===== src/rtl/pupil_centroid.sv =====
// Dark-pixel centroid and bounding box over a raster-scanned frame.
// Sums are divided by the dark count with a serial 25-step restoring divider.
module pupil_centroid #(
    parameter int unsigned IMG_W     = 320,
    parameter int unsigned IMG_H     = 240,
    parameter logic [7:0]  THRESH    = 8'd40,
    parameter int unsigned MIN_COUNT = 16
) (
    input  logic        clk,
    input  logic        reset,
    input  logic        pix_valid,
    input  logic [19:0] pix_addr,
    input  logic [7:0]  pix_data,
    output logic        busy,
    output logic        done,
    output logic        found,
    output logic [8:0]  cx,
    output logic [7:0]  cy,
    output logic [8:0]  min_x,
    output logic [8:0]  max_x,
    output logic [7:0]  min_y,
    output logic [7:0]  max_y,
    output logic [16:0] dark_count,
    output logic        seq_err,
    output logic        drop_err
);

    localparam logic [8:0]  LastCol  = 9'(IMG_W - 1);
    localparam logic [7:0]  LastRow  = 8'(IMG_H - 1);
    localparam logic [16:0] MinCnt   = 17'(MIN_COUNT);
    localparam logic [4:0]  LastIter = 5'd24;

    typedef enum logic [1:0] {StAccum, StDivX, StDivY, StDone} state_e;

    state_e state_q, state_d;

    logic [8:0]  col_q;
    logic [7:0]  row_q;
    logic [19:0] exp_idx_q;
    logic [16:0] cnt_q;
    logic [24:0] sum_x_q, sum_y_q;
    logic [8:0]  bb_min_x_q, bb_max_x_q;
    logic [7:0]  bb_min_y_q, bb_max_y_q;
    logic [24:0] quo_q;
    logic [16:0] rem_q;
    logic [4:0]  iter_q;
    logic [8:0]  cx_res_q;
    logic [7:0]  cy_res_q;

    logic        sample, dark, acc_upd, last_col, last_pix, frame_end, iter_last;
    logic [16:0] cnt_d;
    logic [24:0] sum_x_d;
    logic [17:0] rem_sh, rem_nx;
    logic        rem_ge;
    logic [24:0] quo_nx;

    assign busy      = (state_q != StAccum);
    assign sample    = pix_valid && (state_q == StAccum);
    assign dark      = (pix_data < THRESH);
    assign acc_upd   = sample && dark;
    assign last_col  = (col_q == LastCol);
    assign last_pix  = last_col && (row_q == LastRow);
    assign frame_end = sample && last_pix;
    assign iter_last = (iter_q == LastIter);
    assign cnt_d     = acc_upd ? cnt_q + 17'd1 : cnt_q;
    assign sum_x_d   = acc_upd ? sum_x_q + 25'(col_q) : sum_x_q;

    // One restoring step: dividend bits shift out of quo_q into the remainder.
    assign rem_sh = {rem_q, quo_q[24]};
    assign rem_ge = (rem_sh >= {1'b0, cnt_q});
    assign rem_nx = rem_ge ? rem_sh - {1'b0, cnt_q} : rem_sh;
    assign quo_nx = {quo_q[23:0], rem_ge};

    always_comb begin
        state_d = state_q;
        unique case (state_q)
            StAccum: if (frame_end) state_d = (cnt_d >= MinCnt) ? StDivX : StDone;
            StDivX:  if (iter_last) state_d = StDivY;
            StDivY:  if (iter_last) state_d = StDone;
            StDone:  state_d = StAccum;
            default: state_d = StAccum;
        endcase
    end

    always_ff @(posedge clk) begin
        if (!reset) state_q <= StAccum;
        else        state_q <= state_d;
    end

    always_ff @(posedge clk) begin
        if (!reset) begin
            col_q      <= '0;
            row_q      <= '0;
            exp_idx_q  <= '0;
            cnt_q      <= '0;
            sum_x_q    <= '0;
            sum_y_q    <= '0;
            bb_min_x_q <= 9'd511;
            bb_max_x_q <= '0;
            bb_min_y_q <= 8'd255;
            bb_max_y_q <= '0;
            quo_q      <= '0;
            rem_q      <= '0;
            iter_q     <= '0;
            cx_res_q   <= '0;
            cy_res_q   <= '0;
            done       <= 1'b0;
            found      <= 1'b0;
            cx         <= '0;
            cy         <= '0;
            min_x      <= '0;
            max_x      <= '0;
            min_y      <= '0;
            max_y      <= '0;
            dark_count <= '0;
            seq_err    <= 1'b0;
            drop_err   <= 1'b0;
        end else begin
            done <= 1'b0;
            if (pix_valid && busy) drop_err <= 1'b1;

            if (sample) begin
                if (pix_addr != exp_idx_q) seq_err <= 1'b1;
                if (last_pix) begin
                    col_q     <= '0;
                    row_q     <= '0;
                    exp_idx_q <= '0;
                end else begin
                    exp_idx_q <= exp_idx_q + 20'd1;
                    if (last_col) begin
                        col_q <= '0;
                        row_q <= row_q + 8'd1;
                    end else begin
                        col_q <= col_q + 9'd1;
                    end
                end
                cnt_q   <= cnt_d;
                sum_x_q <= sum_x_d;
                if (acc_upd) begin
                    sum_y_q <= sum_y_q + 25'(row_q);
                    if (col_q < bb_min_x_q) bb_min_x_q <= col_q;
                    if (col_q > bb_max_x_q) bb_max_x_q <= col_q;
                    if (row_q < bb_min_y_q) bb_min_y_q <= row_q;
                    if (row_q > bb_max_y_q) bb_max_y_q <= row_q;
                end
                if (frame_end) begin
                    quo_q  <= sum_x_d;
                    rem_q  <= '0;
                    iter_q <= '0;
                end
            end

            unique case (state_q)
                StDivX, StDivY: begin
                    rem_q  <= rem_nx[16:0];
                    quo_q  <= quo_nx;
                    iter_q <= iter_q + 5'd1;
                    if (iter_last) begin
                        iter_q <= '0;
                        rem_q  <= '0;
                        if (state_q == StDivX) begin
                            cx_res_q <= quo_nx[8:0];
                            quo_q    <= sum_y_q;
                        end else begin
                            cy_res_q <= quo_nx[7:0];
                        end
                    end
                end
                StDone: begin
                    done       <= 1'b1;
                    dark_count <= cnt_q;
                    if (cnt_q >= MinCnt) begin
                        found <= 1'b1;
                        cx    <= cx_res_q;
                        cy    <= cy_res_q;
                        min_x <= bb_min_x_q;
                        max_x <= bb_max_x_q;
                        min_y <= bb_min_y_q;
                        max_y <= bb_max_y_q;
                    end else begin
                        found <= 1'b0;
                        cx    <= '0;
                        cy    <= '0;
                        min_x <= '0;
                        max_x <= '0;
                        min_y <= '0;
                        max_y <= '0;
                    end
                    cnt_q      <= '0;
                    sum_x_q    <= '0;
                    sum_y_q    <= '0;
                    bb_min_x_q <= 9'd511;
                    bb_max_x_q <= '0;
                    bb_min_y_q <= 8'd255;
                    bb_max_y_q <= '0;
                end
                default: ;
            endcase
        end
    end

endmodule


===== config.mk =====
export PLATFORM = sky130hd
export DESIGN_NAME = pupil_centroid
export DESIGN_NICKNAME = d
export VERILOG_FILES = /design/src/rtl/pupil_centroid.sv
export SDC_FILE = /design/constraint.sdc
export NUM_CORES = 1
export LEC_CHECK = 0
export ABC_AREA = 1
export CAP_MARGIN = 10
export CORE_ASPECT_RATIO = 1.1
export CORE_UTILIZATION = 56
export CTS_BUF_LIST = sky130_fd_sc_hd__clkbuf_4
export DETAILED_ROUTE_END_ITERATION = 7
export PLACE_DENSITY_LB_ADDON = 0.05
export SETUP_SLACK_MARGIN = 0.3
export SYNTH_ARGS = -nofsm -noshare
export SYNTH_HDL_FRONTEND = slang
export SYNTH_SLANG_ARGS = --single-unit

===== constraint.sdc =====
create_clock -name clk -period 2.97 [get_ports clk]
set_input_delay 0.297 -clock clk [delete_from_list [all_inputs] [get_ports clk]]
set_output_delay 0.297 -clock clk [all_outputs]
set_load 0.01 [all_outputs]

==> results.rst, run 1 <==
.. list-table::
   :header-rows: 1

   * - Metric
     - Value
   * - Gate Count Post-Synth
     - 2034
   * - Slew at the pin with the worst max-slew slack
     - 0.845 ns
   * - Standby leakage power
     - 7.19 nW
   * - Fraction of synthesis flops using an asynchronous set or reset pin
     - 0%
   * - Fraction of the cycle the final worst path needs
     - 85.8%
   * - Area growth syn-to-layout
     - 15.8%
   * - EDFF count, synth
     - 0
   * - Routed len/inst
     - 14.2 um
   * - Rows
     - 61
   * - Final hold slack
     - around 0.36 ns
   * - Routed vias/inst
     - 5.30
   * - Crit start category
     - flop
   * - Remaining number of nets flagged by the antenna check after routing
     - 0
   * - Inserted Clock Buffers
     - 74
   * - Final hold vios
     - 0
   * - Leading post-synthesis cells by instance count
     - nand2_1, dfxtp_1, inv_1
   * - Cell with the most instances on the worst path
     - inv_1
   * - DP HPWL
     - 26400 um
   * - Type of element capturing the critical path
     - primary output
   * - Clock tree from TritonCTS
     - built
   * - Sequential cell area
     - 5530 um^2
   * - First-pass iteration count of the detailed router
     - 5
   * - Count of distinct cell types in the synthesized netlist
     - 47
   * - Count of state elements after synthesis
     - 276
   * - Switching fraction of total power
     - 40.0%
   * - Die X
     - approximately 150 um
   * - # DRC
     - 0
   * - Initial antenna violation count
     - 1
   * - Mapped Avg Cell Area
     - 7.08 um^2
   * - Largest net degree at the start of global routing
     - 105
   * - Standard cell core area
     - around 25000 um^2
   * - Combinational group share of total power
     - 39.5%
   * - Share of final-layout standard cells stronger than drive strength 1
     - 8.71%
   * - Number of pins with negative max-slew slack in the final report
     - 0
   * - Initial core utilization
     - 57.0%
   * - Setup skew after layout
     - 0.0656 ns
   * - Post-synthesis net count
     - approximately 2100
   * - Highest cell delay on the worst timing path
     - 0.54 ns
   * - WP data required
     - between 2 and 3 ns
   * - Global-route usage over all layers
     - between 20 and 30%
   * - Yosys Warn Count
     - 0
   * - Final core utilization
     - 66.0%
   * - Sink Count
     - approximately 280
   * - Iteration-0 DRC Markers
     - 918
   * - Achievable clock frequency
     - 0.392 GHz
   * - Total power after layout
     - 12.4 mW
   * - Wire length of the first global-routing pass
     - ~60000 um
   * - Number of max-cap violations
     - 0
   * - Worst EP arrival
     - 2.25 ns
   * - Ranking of synthesized cells by area
     - dfxtp_1, nand2_1, o21ai_0
   * - Clock-pin slew on the worst setup and hold paths
     - 0.07 ns
   * - Final count of negative-setup-slack endpoints
     - 0
   * - Buffer cell driving the clock tree root
     - clkbuf_4
   * - Synthesized cell area
     - 14400 um^2
   * - Insertion delay to the later sink of the worst-skew pair
     - around 0.7 ns
   * - Vert. Die Dim
     - 170 um
   * - Power density over cell area
     - 745 nW/um^2
   * - Max rail drop VDD
     - 0.912 mV
   * - Flip-flop cell with the highest count after synthesis
     - dfxtp_1
   * - Largest area contributor in the synthesized netlist
     - dfxtp_1
   * - Post-detailed-routing wire length
     - 36500 um
   * - Setup Fix Bufs, Post-CTS
     - 0
   * - Number of levels in the clock H-tree
     - 3
   * - Setup repair after global routing missed its margin
     - true
   * - Crit path time final
     - 2.55 ns
   * - Net total in the final layout
     - 2285
   * - Number of top-level design ports
     - between 100 and 150
   * - Final global-route overflow total
     - 0
   * - Class of the tightest hold or removal check
     - input pin to flop
   * - Maximum number of buffers from clock root to sink
     - 3
   * - FILL cells
     - about 2400
   * - Net switching power of the design
     - 4.96 mW
   * - Proportion of power drawn by the clock network
     - a little over a quarter
   * - Share of Yosys cell area claimed by the top area cell type
     - 38.4%
   * - Slew HR
     - 43.6%
   * - Library cell contributing the largest single delay on the critical path
     - clkdlybuf4s50_1
   * - Share of total power in sequential cells
     - 34.4%
   * - Number of global-route vias before repair
     - 12504
   * - Critical setup path kind
     - flop to primary output
   * - Cell with the most instances after synthesis
     - nand2_1
   * - Number of I/O port buffers
     - 100
   * - Setup total negative slack
     - 0 ns
   * - Internal portion of total power
     - 7.45 mW
   * - Sequential share of the synthesized area
     - 38.4%
   * - Placer congestion estimate
     - roughly 0.94
   * - Area of the multi-input gates
     - 7600 um^2
   * - Status
     - complete, no violations
   * - Total die area
     - 26400 um^2
   * - Via count
     - 13599
   * - Series of cell instances along the critical path
     - inv_1 -> ha_1 -> buf_4 -> inv_1 -> clkdlybuf4s50_1
   * - Critical path peak fanout
     - 4
==> worst max-delay path, delay by kind of cell (launching register included) <==
kind       cells  cell delay [ns]
buf+inv        4             0.89
flops          1             0.39
fa+ha+maj      1             0.28
==> layout make-up <==
type / instances / area share (%)
Clock inverter: 14 / 0.570
Sequential cell: 276 / 33.1
Timing Repair Buffer: 131 / 7.52
Antenna cell: 1 / 0.0150
Inverter: 254 / 5.77
Clock buffer: 106 / 4.77
Tap cell: 346 / 2.60
Multi-Input combinational cell: 1436 / 45.6
==> metal layers <==
metal | global-route usage [%] | vias to the layer above | wire (um)
met1 | 36.2 | 6145 | 16700
met2 | 46.5 | 364 | 16800
met3 | 5.27 | 60 | 2140
li1 | - | 7030 | -
met5 | 0 | - | 0
met4 | 9.90 | 0 | 766
==> metrics by stage <==
stage	cells	cell area (um^2)	setup slack, ns
3_5_place_dp	2443	15700	0.301
4_1_cts	2563	16600	0.411
2_1_floorplan	2034	14400	0.875
5_1_grt	2564	16700	0.269
6_report	2564	16700	0.421
3_3_place_gp	2443	15700	0.361
==> power by group through the flow <==
stage	registers (mW)	logic (mW)	clock network [mW]
detailed placement	4.34	4.77	0
CTS	4.26	4.78	3.34
global placement	4.33	4.70	0
global route	4.30	5.61	3.53
finish	4.27	4.91	3.24
floorplan	4.26	3.75	0
==> path summary, 6_finish.rpt <==
path | start | to | slack (ns) | cells after the start
max reg2reg | state_q[0] | bb_max_y_q[1] | 0.50 | 10
max | state_q[0] | busy | 0.42 | 5
min reg2reg | found | found | 0.45 | 2
min | pix_valid | drop_err | 0.36 | 3
==> sequential cells by signal, indices dropped and copies added (netlist names), 17 cells and up <==
signal	flops
quo_q	25
sum_x_q	25
sum_y_q	25
exp_idx_q	20
cnt_q	17
dark_count	17
rem_q	17
==> kinds of logic (layout without fill, tap and decap cells) <==
kind of cell,count (synthesis),count (layout),synth area share [%]
AOI/OAI and AO/OA,458,458,16.7
xor gates and xnor gates,55,55,3.34
adders and majority gates,81,81,7.19
buffers and inverters,322,505,9.05
DFF,276,276,38.4
muxes,2,2,0.139
other,0,1,0
and+or+nand+nor,840,840,25.2
==> cells in the final DEF (no fill, tap or decap), drive strengths merged, types with 5 or more instances in the layout <==
cell type	count
nand2	431
dfxtp	276
inv	255
o21ai	227
nor2	191
a21oi	187
nand3	122
clkbuf	106
clkdlybuf4s50	100
ha	78
nor3	40
nand4	34
buf	31
xor2	29
xnor2	26
clkinv	12
o211ai	10
nor4	8
a211oi	7
a21o	7
a31oi	7
nand3b	6
o21a	5
or2	5
==> timing repair <==
item                                    CTS  global route
hold buffers                              0             0
resized for setup                         0            12
endpoints found under the setup margin    0            49
Power figures use the tool's default switching activity.
==> inputs of run 2 (changes only) <==
Settings changed: PLACE_DENSITY set to 0.77, PLACE_DENSITY_LB_ADDON 0.05 to not set.
==> run 2 against run 1 <==
  * Non-clock buffer count is 3 lower
  * Total power is 1.8% higher
  * Design area hardly changed
  * Clock skew is 0.024 ns lower
  * Wire length is 0.69% higher
  * Register-to-register slack worse by 0.03 ns
  * Worst hold slack worse by 0.033 ns
==> results.rst, run 2 (synthesis results as in run 1) <==
.. list-table::
   :header-rows: 1

   * - Metric
     - Value
   * - Status
     - complete, no violations
   * - Area growth syn-to-layout
     - 15.8%
   * - Max rail drop VDD
     - 0.601 mV
   * - Share of final-layout standard cells stronger than drive strength 1
     - around 8.1%
   * - Number of global-route vias before repair
     - 13118
   * - Setup Fix Bufs, Post-CTS
     - 0
   * - Slew HR
     - around three fifths
   * - Rows
     - 61
   * - Combinational group share of total power
     - 39.1%
   * - Class of the tightest hold or removal check
     - input pin to flop
   * - Net switching power of the design
     - roughly 5 mW
   * - Largest net degree at the start of global routing
     - 105
   * - Insertion delay to the later sink of the worst-skew pair
     - between 0.6 and 0.7 ns
   * - Registers with the most flip-flops
     - quo_q: 25 flops, sum_x_q: 25 flops, sum_y_q: 25 flops
   * - Net total in the final layout
     - 2280
   * - Final count of negative-setup-slack endpoints
     - 0
   * - Series of cell instances along the critical path
     - inv_1 -> fa_1 -> nand3b_1 -> a21oi_1 -> o21ai_1 -> inv_2 -> nand2_1 -> nor2_2 -> nand2_1 -> o21ai_0 -> a21oi_1
   * - Worst EP arrival
     - 3.05 ns
   * - Vert. Die Dim
     - 170 um
   * - DP HPWL
     - 26200 um
   * - Final hold vios
     - 0
   * - Number of max-cap violations
     - 0
   * - # DRC
     - 0
   * - First-pass iteration count of the detailed router
     - 6
   * - Highest cell delay on the worst timing path
     - 0.48 ns
   * - Routed len/inst
     - 14.3 um
   * - Setup skew after layout
     - 0.0415 ns
   * - Commonest non-fill, non-tap cell in the layout
     - nand2_1
   * - Placer congestion estimate
     - 0.949
   * - Crit path time final
     - roughly 2.5 ns
   * - Initial antenna violation count
     - 1
   * - Critical setup path kind
     - flop to flop
   * - Setup total negative slack
     - 0 ns
   * - Proportion of power drawn by the clock network
     - 27.2%
   * - Clock-pin slew on the worst setup and hold paths
     - roughly 0.07 ns
   * - Setup repair after global routing missed its margin
     - false
   * - Number of levels in the clock H-tree
     - 3
   * - Switching fraction of total power
     - 39.7%
   * - Achievable clock frequency
     - about 0.4 GHz
   * - Standby leakage power
     - 7.17 nW
   * - Share of total power in sequential cells
     - 33.7%
   * - Internal portion of total power
     - 7.62 mW
   * - Crit start category
     - flop
   * - Number of pins with negative max-slew slack in the final report
     - 0
   * - Buffer cell driving the clock tree root
     - clkbuf_4
   * - Post-detailed-routing wire length
     - 36700 um
   * - Remaining number of nets flagged by the antenna check after routing
     - 0
   * - Final hold slack
     - 0.322 ns
   * - Final global-route overflow total
     - 0
   * - Maximum number of buffers from clock root to sink
     - 3
   * - Slew at the pin with the worst max-slew slack
     - 0.623 ns
   * - Routed vias/inst
     - ~5.4
   * - Die X
     - roughly 150 um
   * - Critical path peak fanout
     - 5
   * - Sink Count
     - approximately 280
   * - Number of I/O port buffers
     - 100
   * - Initial core utilization
     - 57.0%
   * - Global-route usage over all layers
     - 28.2%
   * - Clock tree from TritonCTS
     - built
   * - Iteration-0 DRC Markers
     - 1050
   * - Type of element capturing the critical path
     - flop
   * - Via count
     - 13897
   * - Power density over cell area
     - 757 nW/um^2
   * - Fraction of the cycle the final worst path needs
     - 84.3%
   * - Total die area
     - 26400 um^2
   * - Standard cell core area
     - roughly 25000 um^2
   * - Library cell contributing the largest single delay on the critical path
     - fa_1
   * - Commonest cells after routing, fill and taps aside
     - nand2_1, dfxtp_1, inv_1
   * - Number of top-level design ports
     - 104
   * - Inserted Clock Buffers
     - about 70
   * - Wire length of the first global-routing pass
     - around 61000 um
   * - WP data required
     - 3.51 ns
==> run 2: cell types whose count changed in the layout (fill, tap and decap cells not counted), sizes merged <==
cell,delta
clkinvlp,+1
clkinv,+7
bufinv,+3
buf,-3
clkbuf,-9
==> run 2: routing by layer <==
metal | wire [um] | vias up | part of all wire (%) | track usage [%]
li1 | - | 7001 | - | -
met1 | 16300 | 6360 | 45 | 35.1
met2 | 17100 | 455 | 47 | 47.7
met3 | 2320 | 81 | 6.3 | 5.19
met4 | 949 | 0 | 2.6 | 11.7
met5 | 0 | - | 0 | 0
==> run 2: repair_timing <==
action                                  CTS  global route
gates resized for setup                   0             5
hold buffers                              0             0
endpoints found under the setup margin    0            12
==> run 2: worst max-delay path, delay by kind of cell (launching register included) <==
kind	cells	cell delay, ns
adders and majority gates	1	0.48
AOI/OAI and AO/OA	4	0.57
and+or+nand+nor	4	0.61
buffers and inverters	2	0.28
DFF	1	0.45
==> run 2: worst paths after layout <==
kind,start,to,slack [ns],cells past startpoint
max,row_q[1],sum_y_q[14],0.47,11
min,reset,state_q[1],0.32,3
max reg2reg,row_q[1],sum_y_q[14],0.47,11
min reg2reg,cy_res_q[7],cy_res_q[7],0.45,2
==> run 2: power groups by stage <==
stage	sequential (mW)	combinational (mW)	clock [mW]
after CTS	4.25	4.90	3.53
after global routing	4.29	5.65	3.71
final	4.26	4.94	3.44
after detailed placement	4.33	4.87	0
after global placement	4.32	4.80	0
after floorplan	4.26	3.75	0
==> run 2: area by class of cell <==
| class | count | area, um^2 |
|---|---|---|
| diodes | 1 | 2.50 |
| clock buffers | 97 | 728 |
| flip-flops and latches | 276 | 5530 |
| repair buffers | 128 | 1240 |
| multi-input cells | 1436 | 7600 |
| inverters | 254 | 957 |
| fillers | 2243 | 8580 |
| well taps | 346 | 433 |
| clock inverters | 25 | 203 |
==> run 2: metrics by stage <==
| step | util (%) | cell area [um^2] | setup slack (ns) | std cells | power (mW) |
|---|---|---|---|---|---|
| 6_report | 66.0 | 16700 | 0.465 | 2563 | 12.6 |
| 5_1_grt | 66.0 | 16700 | 0.304 | 2563 | 13.6 |
| 4_1_cts | 66.0 | 16700 | 0.428 | 2562 | 12.7 |
| 3_5_place_dp | 62.3 | 15700 | 0.309 | 2440 | 9.19 |
| 3_3_place_gp | 62.3 | 15700 | 0.355 | 2440 | 9.12 |
| 2_1_floorplan | - | 14400 | 0.875 | 2034 | 8.01 |
==> inputs of run 3 (changes only) <==
Clock period 2.97 ns to 2.5 ns, I/O delays scaled along.
==> run 3 against run 2 <==
  * Total power increased by 27%
  * Non-clock buffer count rose by 48
  * Critical path type unchanged
  * Cell count up 2.1%
  * Via count is 3.5% higher
==> results.rst, run 3 (synthesis results as in run 1) <==
.. list-table::
   :header-rows: 1

   * - Metric
     - Value
   * - Final hold slack
     - 0.285 ns
   * - Routed vias/inst
     - approximately 5.5
   * - Max rail drop VDD
     - between 0.9 and 1 mV
   * - Number of pins with negative max-slew slack in the final report
     - 0
   * - Initial antenna violation count
     - 1
   * - Worst Setup Slack, final
     - between 0.2 and 0.3 ns
   * - Net switching power of the design
     - 6.37 mW
   * - Global-route usage over all layers
     - 28.7%
   * - Status
     - complete, no violations
   * - Number of cells in the design after placement
     - about 2500
   * - FILL cells
     - around 2100
   * - Share of total power in sequential cells
     - 31.9%
   * - Net total in the final layout
     - 2332
   * - Path depth of the worst reg2reg path
     - 14
   * - Combinational group share of total power
     - between 40% and 50%
   * - Number of top-level design ports
     - 104
   * - Final count of negative-setup-slack endpoints
     - 0
   * - Die X
     - 155 um
   * - Number of global-route vias before repair
     - 13272
   * - Initial core utilization
     - 57.0%
   * - Sink Count
     - 276
   * - Switching fraction of total power
     - between 30% and 40%
   * - Clock-pin slew on the worst setup and hold paths
     - 0.07 ns
   * - Number of max-cap violations
     - 0
   * - Iteration-0 DRC Markers
     - 1071
   * - Post-route insts no fill
     - 2616
   * - WHS Path Cells
     - 3
   * - Maximum number of buffers from clock root to sink
     - 3
   * - Class of the tightest hold or removal check
     - input pin to flop
   * - Post-detailed-routing wire length
     - 39000 um
   * - Crit path time final
     - 2.21 ns
   * - Area growth syn-to-layout
     - 22.8%
   * - Proportion of power drawn by the clock network
     - approximately 25%
   * - Worst min-delay path endpoint
     - drop_err
   * - Setup repair after global routing missed its margin
     - true
   * - Setup total negative slack
     - 0 ns
   * - Worst r2r src
     - col_q[0]
   * - Registers with the most flip-flops
     - quo_q: 25 flops, sum_x_q: 25 flops, sum_y_q: 25 flops
   * - Via count
     - 14383
   * - Internal portion of total power
     - 9.70 mW
   * - Setup slack, reg-to-reg
     - 0.29 ns
   * - Insertion delay to the later sink of the worst-skew pair
     - 0.72 ns
   * - Fraction of the cycle the final worst path needs
     - 88.3%
   * - Number of I/O port buffers
     - 100
   * - Commonest cells after routing, fill and taps aside
     - nand2_1, dfxtp_1, inv_1
   * - Slew HR
     - 62.2%
   * - Capturing point of the worst reg2reg path
     - quo_q[24]
   * - WP data required
     - 3.12 ns
   * - Area after DPL
     - between 15000 and 20000 um^2
   * - Achievable clock frequency
     - 0.453 GHz
   * - Setup skew after layout
     - ~0.057 ns
   * - Routed len/inst
     - roughly 15 um
   * - Placer congestion estimate
     - 0.925
   * - Power density over cell area
     - 908 nW/um^2
   * - Final hold vios
     - 0
   * - Final global-route overflow total
     - 0
   * - Share of final-layout standard cells stronger than drive strength 1
     - 15.2%
   * - Crit start category
     - flop
   * - Type of element capturing the critical path
     - flop
   * - First-pass iteration count of the detailed router
     - 6
   * - Total power after layout
     - roughly 16 mW
   * - Vert. Die Dim
     - roughly 170 um
   * - Inserted Clock Buffers
     - 75
   * - Largest net degree at the start of global routing
     - between 100 and 150
   * - Standard cell core area
     - 25300 um^2
   * - DP HPWL
     - 26900 um
   * - Number of levels in the clock H-tree
     - 3
   * - Final core utilization
     - 70.0%
   * - Standby leakage power
     - 7.48 nW
   * - Wire length of the first global-routing pass
     - 62100 um
   * - Slew at the pin with the worst max-slew slack
     - 0.565 ns
   * - Placement Setup Slack
     - 0.0947 ns
   * - Hold path startpoint
     - pix_valid
   * - # DRC
     - 0
   * - Remaining number of nets flagged by the antenna check after routing
     - 0
   * - Buffer cell driving the clock tree root
     - clkbuf_4
   * - Worst EP arrival
     - 2.83 ns
   * - Rows
     - 61
   * - Critical setup path kind
     - flop to flop
   * - Commonest non-fill, non-tap cell in the layout
     - nand2_1
   * - Clock tree from TritonCTS
     - built
   * - Critical path peak fanout
     - 8
   * - Total die area
     - approximately 26000 um^2
   * - Final instance area
     - roughly 18000 um^2
==> run 3: cell types whose count changed in the layout (fill, tap and decap cells not counted), sizes merged, moves of 2 or more <==
cell	change
clkinv	-3
buf	+47
inv	-3
clkbuf	+10
clkinvlp	+4
bufinv	-2
==> run 3: per-layer routing <==
metal / vias up / part of all wire [%] / global-route usage (%) / wire length (um)
met5: - / 0 / 0 / 0
li1: 7122 / - / - / -
met1: 6660 / 43 / 36.6 / 16700
met4: 0 / 2.4 / 10.5 / 947
met3: 73 / 6.7 / 4.69 / 2600
met2: 528 / 48 / 48.9 / 18700
==> run 3: how the worst max path moves through the flow <==
stage / from / endpoint / slack, ns / cells after the start
global route: col_q[0] / quo_q[24] / 0.18 / 14
detailed placement: pix_valid / bb_min_y_q[6] / 0.09 / 10
floorplan: row_q[0] / sum_y_q[20] / 0.40 / 12
finish: col_q[0] / quo_q[24] / 0.29 / 14
global placement: pix_valid / bb_min_y_q[5] / 0.12 / 10
CTS: state_q[1] / state_q[1] / 0.29 / 13
==> run 3: area by class of cell <==
cell class | instances | area (um^2) | area share [%]
antenna | 1 | 2.50 | 0.0141
clock buffer | 106 | 796 | 4.50
clock inverter | 20 | 141 | 0.799
inverter | 254 | 965 | 5.45
multi-input combinational | 1436 | 8130 | 45.9
sequential | 276 | 5560 | 31.4
tap | 346 | 433 | 2.45
timing repair buffer | 176 | 1670 | 9.41
timing repair inverter | 1 | 7.51 | 0.0424
==> run 3: power by group through the flow <==
stage	clock network, mW	registers [mW]	logic (mW)
2_1_floorplan	0	5.06	4.46
3_3_place_gp	0	5.15	5.95
3_5_place_dp	0	5.15	6.06
4_1_cts	4.13	5.07	6.31
5_1_grt	4.39	5.16	7.73
6_report	4.04	5.13	6.90
==> run 3: worst max-delay path, stage by stage, from the launching register on <==
cell,delay (ns)
dfxtp_4,0.38
ha_4,0.18
fa_2,0.42
nand3_2,0.12
nand2_2,0.06
nand2_1,0.07
nand3b_1,0.14
nand2_1,0.10
o21ai_1,0.07
buf_4,0.17
nand3_2,0.06
nand2_2,0.06
nand2_2,0.07
nand2_2,0.07
a21oi_2,0.13
==> run 3: what timing repair did <==
| action | 4_1_cts | 5_1_grt |
|---|---|---|
| gates resized for setup | 29 | 119 |
| pin swaps | 1 | 28 |
| endpoints found under the hold margin | 0 | 0 |
| buffers inserted | 4 | 12 |
| endpoints found under the setup margin | 88 | 113 |
| cloned | 0 | 2 |
| hold buffers | 0 | 0 |
